File: src/rtl/lsu_load_store_unit.sv
// lsu_load_store_unit: memory-stage load/store unit for the miniRV core.
// Optional feature macro: LSU_MISALIGN_TRAP_EN. When it is defined, misaligned
// H/W accesses are flagged on lsu_misalign and skip the bus. When it is not
// defined, they are silently aligned.
// Handshake: in REQ, dmem_req is high and addr/we/wdata/wstrb are held stable
// until a cycle with dmem_gnt=1. The unit then waits in WAIT for exactly one
// dmem_rvalid, which acks both reads and writes. dmem_rvalid is ignored in
// every other state.
module lsu_load_store_unit #(
    parameter int ADDR_W = 32
) (
    input  logic              clk,
    input  logic              rst_n,
    input  logic              ex_valid,
    input  logic              ex_mem_read,
    input  logic              ex_mem_write,
    input  logic [2:0]        ex_funct3,
    input  logic [ADDR_W-1:0] ex_addr,
    input  logic [31:0]       ex_wdata,
    output logic              lsu_stall,
    output logic [31:0]       mem_rdata,
    output logic              rdata_valid,
    output logic              dmem_req,
    output logic              dmem_we,
    output logic [ADDR_W-1:0] dmem_addr,
    output logic [31:0]       dmem_wdata,
    output logic [3:0]        dmem_wstrb,
    input  logic              dmem_gnt,
    input  logic              dmem_rvalid,
    input  logic [31:0]       dmem_rdata,
`ifdef LSU_MISALIGN_TRAP_EN
    output logic              lsu_misalign,
`endif
    output logic [1:0]        dbg_state
);

    typedef enum logic [1:0] {IDLE = 2'd0, REQ = 2'd1, WAIT = 2'd2, DONE = 2'd3} state_t;

    state_t            state_q, state_d;
    logic              we_q;
    logic [2:0]        f3_q;
    logic [1:0]        lane_q;
    logic              memop, accept, is_b, is_h;
    logic [3:0]        strb_d;
    logic [31:0]       wdata_d;
    logic [ADDR_W-1:0] addr_d;
    logic [7:0]        byte_sel;
    logic [15:0]       half_sel;
    logic [31:0]       load_val;

    // funct3[1:0]: 00 byte, 01 half, anything else (incl. illegal codes) word.
    assign memop  = ex_mem_read | ex_mem_write;
    assign accept = (state_q == IDLE) & ex_valid & memop;
    assign is_b   = (ex_funct3[1:0] == 2'b00);
    assign is_h   = (ex_funct3[1:0] == 2'b01);
    assign addr_d = {ex_addr[ADDR_W-1:2], 2'b00};
    assign dbg_state = state_q;

`ifdef LSU_MISALIGN_TRAP_EN
    logic misaligned, mis_q;
    assign misaligned   = (is_h & ex_addr[0]) | (~is_b & ~is_h & (ex_addr[1:0] != 2'b00));
    assign lsu_misalign = (state_q == DONE) & mis_q;
`endif

    // Store lane encoding: byte enables and lane-replicated data; reads get no strobes.
    always_comb begin
        strb_d  = 4'b0000;
        wdata_d = ex_wdata;
        if (ex_mem_write) begin
            if (is_b) begin
                strb_d  = 4'b0001 << ex_addr[1:0];
                wdata_d = {4{ex_wdata[7:0]}};
            end else if (is_h) begin
                strb_d  = 4'b0011 << {ex_addr[1], 1'b0};
                wdata_d = {2{ex_wdata[15:0]}};
            end else begin
                strb_d  = 4'b1111;
            end
        end
    end

    // Load extraction: pick byte lane a or halfword lane a[1], then extend.
    always_comb begin
        byte_sel = 8'(dmem_rdata >> {lane_q, 3'b000});
        half_sel = 16'(dmem_rdata >> {lane_q[1], 4'b0000});
        case (f3_q[1:0])
            2'b00:   load_val = f3_q[2] ? {24'b0, byte_sel} : {{24{byte_sel[7]}}, byte_sel};
            2'b01:   load_val = f3_q[2] ? {16'b0, half_sel} : {{16{half_sel[15]}}, half_sel};
            default: load_val = dmem_rdata;
        endcase
    end

    // State register.
    always_ff @(posedge clk or negedge rst_n) begin
        if (!rst_n) state_q <= IDLE;
        else        state_q <= state_d;
    end

    // Next-state logic.
    always_comb begin
        state_d = state_q;
        case (state_q)
            IDLE: begin
                if (accept) begin
`ifdef LSU_MISALIGN_TRAP_EN
                    state_d = misaligned ? DONE : REQ;
`else
                    state_d = REQ;
`endif
                end
            end
            REQ:     if (dmem_gnt) state_d = WAIT;
            WAIT:    if (dmem_rvalid) state_d = DONE;
            default: state_d = IDLE;
        endcase
    end

    // FSM outputs.
    always_comb begin
        lsu_stall   = 1'b0;
        dmem_req    = 1'b0;
        dmem_we     = 1'b0;
        rdata_valid = 1'b0;
        case (state_q)
            IDLE: lsu_stall = ex_valid & memop;
            REQ: begin
                lsu_stall = 1'b1;
                dmem_req  = 1'b1;
                dmem_we   = we_q;
            end
            WAIT:    lsu_stall = 1'b1;
            default: rdata_valid = ~we_q;
        endcase
    end

    // Operation latch on accept; load result captured on the response edge.
    always_ff @(posedge clk or negedge rst_n) begin
        if (!rst_n) begin
            we_q       <= 1'b0;
            f3_q       <= 3'b000;
            lane_q     <= 2'b00;
            dmem_addr  <= '0;
            dmem_wdata <= '0;
            dmem_wstrb <= '0;
            mem_rdata  <= '0;
`ifdef LSU_MISALIGN_TRAP_EN
            mis_q      <= 1'b0;
`endif
        end else begin
            if (accept) begin
                we_q       <= ex_mem_write;
                f3_q       <= ex_funct3;
                lane_q     <= ex_addr[1:0];
                dmem_addr  <= addr_d;
                dmem_wdata <= wdata_d;
                dmem_wstrb <= strb_d;
`ifdef LSU_MISALIGN_TRAP_EN
                mis_q      <= misaligned;
                if (misaligned & ~ex_mem_write) mem_rdata <= '0;
`endif
            end
            if ((state_q == WAIT) && dmem_rvalid && !we_q) mem_rdata <= load_val;
        end
    end

endmodule
File: config.mk
export PLATFORM = sky130hd
export DESIGN_NAME = lsu_load_store_unit
export DESIGN_NICKNAME = d
export VERILOG_FILES = /design/src/rtl/lsu_load_store_unit.sv
export SDC_FILE = /design/constraint.sdc
export NUM_CORES = 1
export LEC_CHECK = 0
export BUFFER_PORTS_ARGS = -buffer_cell sky130_fd_sc_hd__clkbuf_2
export CORE_MARGIN = 2
export CORE_UTILIZATION = 51
export DETAILED_ROUTE_END_ITERATION = 12
export GPL_ROUTABILITY_DRIVEN = 0
export PLACE_DENSITY = 0.85
export SETUP_SLACK_MARGIN = 0.2
export SYNTH_ARGS = -nofsm -noshare
export SYNTH_HDL_FRONTEND = slang
export SYNTH_SLANG_ARGS = --single-unit
File: constraint.sdc
create_clock -name clk -period 3 [get_ports clk]
set_input_delay 0.15 -clock clk [delete_from_list [all_inputs] [get_ports clk]]
set_output_delay 0.15 -clock clk [all_outputs]
set_load 0.005 [all_outputs]
* Yosys cells after proc, flatten, opt, wreduce, memory -nomap -nowiden
Cells that the tools add are included.
** Word-level totals
- Flip-flop bits (word level) :: 106
- Latch bits :: 0
- RAM bits :: 0
- Bits in read-only memories :: 0
- Output and inout port bits :: 106
- Memories kept :: 0
** Cells by class
- Add/sub/neg operators :: 0
- Multipliers :: 0
- Div/mod/pow operators :: 0
- $lt $le $gt $ge :: 0
- Equality and inequality tests :: 7
- Shift-type cells :: 4
- Multiplexer cells :: 17
- Bitwise logic cells :: 5
- Reductions and logical operators :: 9
** Operator list (count)
- two-way mux 32 bit :: 5
- one-hot mux 32 bit (2 select lines) :: 1
- >> shifter 32 x 5 -> 16 bit :: 1
- >> shifter 32 x 5 -> 8 bit :: 1
- two-way mux 4 bit :: 3
- equality test 2 x 1 -> 1 bit, second input constant :: 3
- logical NOT 2 bit :: 3
- two-way mux 2 bit :: 3
- != test 2 bit, second input constant :: 3
- one-hot mux 2 bit (3 select lines) :: 1
- left shift 1 x 2 -> 4 bit, first input constant :: 1
- left shift 2 x 2 -> 4 bit, first input constant :: 1
- bitwise AND 1 bit :: 3
- two-way mux 1 bit :: 3
- AND reduction 3 bit :: 1
- OR reduction 3 bit :: 1
- equality test 2 bit, second input constant :: 1
- logical AND 1 bit :: 2
- one-hot mux 1 bit (2 select lines) :: 1
- OR reduction 2 bit :: 1
- logical NOT 1 bit :: 1
- inverter 1 bit :: 1
- OR 1 bit :: 1

* Longest topological paths before layout
- Depth after elaboration :: 5
- Depth in mapped cells :: 7

* Least setup slack after synthesis
OpenSTA, ideal clock, no wires.
- Path kind :: register to register
- From :: reg state_q[0], in the netlist dbg_state[0]
- To :: reg dmem_addr[10]
- Arrival :: 1557 ps
- Slack :: 1319 ps
- Stages on the path, launching flop included :: 7
- Path buffers :: 2
- Clock period less this slack :: 1681 ps
- Cells stage by stage :: dfrtp_1 -> inv_1 -> ha_1 -> o211ai_1 -> buf_2 -> buf_2 -> mux2_2
** On the way
- Word-level cells in the longest chain between the ends :: 3
** RTL lines
- start: declaration :: RTL line 39 : state_t state_q, state_d;
- start signal: assignment :: RTL line 96 : else state_q <= state_d;
- logical NOT 2 bit :: RTL line 53 : assign accept = (state_q == IDLE) & ex_valid & memop;
- bitwise AND 1 bit (2 in a row) :: RTL line 53
- end signal: assignment :: RTL line 154 : dmem_addr <= addr_d;
- end: declaration :: RTL line 25 : output logic [ADDR_W-1:0] dmem_addr,
Every way passes these cells.
A chain may end at the register's enable or synchronous reset.

* Worst setup path in the final report
- From :: reg lane_q[1]
- To :: reg mem_rdata[22]
** On the way
- Word-level cells in the longest chain between the ends :: 3
- Elaborated cells on any way between the ends :: 5
- Those cells by class :: shift: 2; mux: 3
** RTL lines
- start: declaration :: RTL line 42 : logic [1:0] lane_q;
- start signal: assignment :: RTL line 153 : lane_q <= ex_addr[1:0];
- >> shifter 32 x 5 -> 16 bit / >> shifter 32 x 5 -> 8 bit (equally long branches) :: RTL line 85, 84
- two-way mux 32 bit (on tied branches) :: RTL line 88, 87
- one-hot mux 32 bit (2 select lines) (*) :: RTL line 86 : case (f3_q[1:0])
- end signal: assignment :: RTL line 162 : if ((state_q == WAIT) && dmem_rvalid && !we_q) mem_rdata <= load_val;
- end: declaration :: RTL line 21 : output logic [31:0] mem_rdata,
Every way passes the cells marked *; elsewhere a longest branch is shown, timed or not.

==> reports/results.txt <==
die area - 0.01035 mm²
Pwr Density - 924.9 mW/mm²
peak supply drop - 0.5161 mV
pre-CTS setup slack - 0.9951 ns
post-cts sizing count - 0
crit-path cells - mux2_2, nand2_1, a2111o_1, nand3_1
Num CTS Buffers - 9
Clk Latency, worst-skew pair - 0.35 ns
Syn Area/Cell - 10.66 µm²
GRT Total Usage - 25.04%
diode count - 0
Fin Setup TNS - 0 ns
Crit path max-delay family - flip-flops
Routed Antenna Nets - 0
row count - 35
Routed WL per cell - 16.42 µm
starting density of the core - 52.71%
max-slew violations - 0
# H-tree levels - 3
CTS tree - yes
slew margin rel. - 53.20%
design area - 0.006310 mm²
RSZ-0062 raised after global routing - no
final setup vio count - 0
via count - 4223
Clock Path Buffers - 2
register area share after synthesis - 54.46%
Final Power - 5.836 mW
number of global-route vias before repair - 4130
Mapped Area - 0.004871 mm²
Die Wd - 101.7 µm
layout cells sized above 1 - 41.80%
largest net degree at the start of global routing - 88
DRC violations left - 0
post-route insts no fill - 794
Hold WC Path Type - in -> reg
CP Data Arrival Time - 2.23 ns
drt pass-1 iters - 5
post-synthesis cell type count - 34
Largest stage delay, worst path - 0.73 ns
Mapped Cells - 457
Clock transition at path regs - 0.10 ns
worst setup margin - 0.9736 ns
status - completed
Critical Path Sink Type - register
Critical Path Fanout Max - 16
FILL cells - 712
period utilization - 67.55%
Clock Sinks - 106
placed cell count - 769
Via density - 5.319
FF+latch count, synth - 106
Clock Skew - 0.01105 ns
hpwl dp - 9827 µm
placed cell areas - 0.005996 mm²
Layout area overhead - 29.54%
fin util - 68.29%
Crit-path slowest cell - dfrtp_1
io pins - 212
total wire length - 13040 µm
DRT iter0 DRCs - 164
Critical Path RT - 3.20 ns
die height - 101.7 µm
Static Leakage - 3.284 nW
Yosys warnings - 0
I/O Buffers - 209
commonest non-fill, non-tap cells in the layout - clkbuf_2 (208), dfrtp_1 (106), nand2_1 (64)
Crit Path Category - reg -> reg
most common cell after layout, fill and taps aside - clkbuf_2
Max Clk Rate - 0.4935 GHz
startpoint types - register
first-pass GRT wire length - 20050 µm
MaxCap Viol Count - 0
clock root cell - clkbuf_8
Post-layout nets - 771
Core Footprint - 0.009240 mm²
Slew @ Worst Pin - 0.6966 ns
min Tclk post-route - 2.026 ns
initial antenna violation count - 0
Buf+Inv Stages, Crit Path - 0
hold_ws - 0.01887 ns
Fin. Hold Viols - 0
grt total ovfl - 0
-- layout make-up --
type / count / area [µm²] / area share (%)
clock buffers: 9 / 123.9 / 1.963
flip-flops and latches: 106 / 2653 / 42.04
clock inverters: 6 / 90.09 / 1.428
inverters: 7 / 26.28 / 0.4164
well taps: 129 / 161.4 / 2.558
multi-input cells: 311 / 2029 / 32.16
repair buffers: 226 / 1226 / 19.43
-- cells by family after synthesis --
logic type | count (synthesis) | share of synthesized area [%]
adder cells (fa/ha/maj) | 4 | 1.028
other | 1 | 0.07699
AND/OR/NAND/NOR | 138 | 12.51
multiplexers | 78 | 17.18
AO/OA/AOI/OAI | 89 | 10.79
buffers and inverters | 41 | 3.956
flip-flops | 106 | 54.46
-- per-layer routing --
layer	vias up	GRT usage, %	share of wire [%]
met3	16	8.627	9.3
met5	-	0	0
met1	2027	30.52	39
li1	1995	-	-
met2	185	42.41	50
met4	0	6.965	1.7
-- flip-flops by register name, indices dropped and copies added (netlist names) --
name        count
dbg_state       2
mem_rdata      32
lane_q          2
dmem_addr      30
f3_q            3
dmem_wstrb      4
dmem_wdata     32
we_q            1
-- synthesized netlist by cell type --
library cell / count / area share (%)
a2111o_1: 1 / 0.23
a21boi_0: 1 / 0.15
a21oi_1: 21 / 2.2
a221oi_1: 6 / 1.1
a222oi_1: 1 / 0.21
a2bb2oi_1: 2 / 0.36
and2_1: 1 / 0.13
buf_1: 3 / 0.23
buf_2: 10 / 1.0
buf_4: 3 / 0.46
buf_6: 2 / 0.46
clkbuf_1: 16 / 1.2
conb_1: 1 / 0.077
dfrtp_1: 106 / 54
ha_1: 4 / 1.0
inv_1: 7 / 0.54
mux2_2: 45 / 10
mux2i_1: 33 / 6.8
nand2_1: 64 / 4.9
nand2b_1: 3 / 0.39
nand3_1: 32 / 3.3
nand3b_1: 3 / 0.46
nor2_1: 26 / 2.0
nor2_4: 1 / 0.23
nor2b_1: 4 / 0.51
nor3_1: 1 / 0.10
o211a_1: 1 / 0.21
o211ai_1: 9 / 1.4
o21ai_0: 44 / 4.5
o21bai_1: 2 / 0.31
o22a_1: 1 / 0.18
or2_0: 1 / 0.13
or3b_2: 1 / 0.18
or4_1: 1 / 0.15
-- path summary, 6_finish.rpt --
path / startpoint / to / slack, ns / cells after the start
worst max register to register: lane_q[1]$_DFFE_PN0P_ / mem_rdata[22]$_DFFE_PN0P_ / 0.97 / 4
worst min-delay path: ex_addr[20] / dmem_addr[20]$_DFFE_PN0P_ / 0.02 / 2
worst min register to register: dmem_wdata[25]$_DFFE_PN0P_ / dmem_wdata[25]$_DFFE_PN0P_ / 0.49 / 2
max in group asynchronous: rst_n / dmem_addr[19]$_DFFE_PN0P_ / 1.92 / 3
min in group asynchronous: rst_n / mem_rdata[10]$_DFFE_PN0P_ / 0.35 / 2
worst max-delay path: lane_q[1]$_DFFE_PN0P_ / mem_rdata[22]$_DFFE_PN0P_ / 0.97 / 4
-- power by group --
group / leakage [nW] / internal (mW) / switching, mW
Clock: 0.106 / 0.471 / 0.485
Combinational: 1.87 / 1.18 / 1.14
Sequential: 1.30 / 2.10 / 0.464
-- what timing repair did --
item,4_1_cts,5_1_grt
hold endpoints to repair,49,8
hold buffers,2,8
buffers inserted,0,0
No activity file was read; power rests on OpenSTA's default activity.
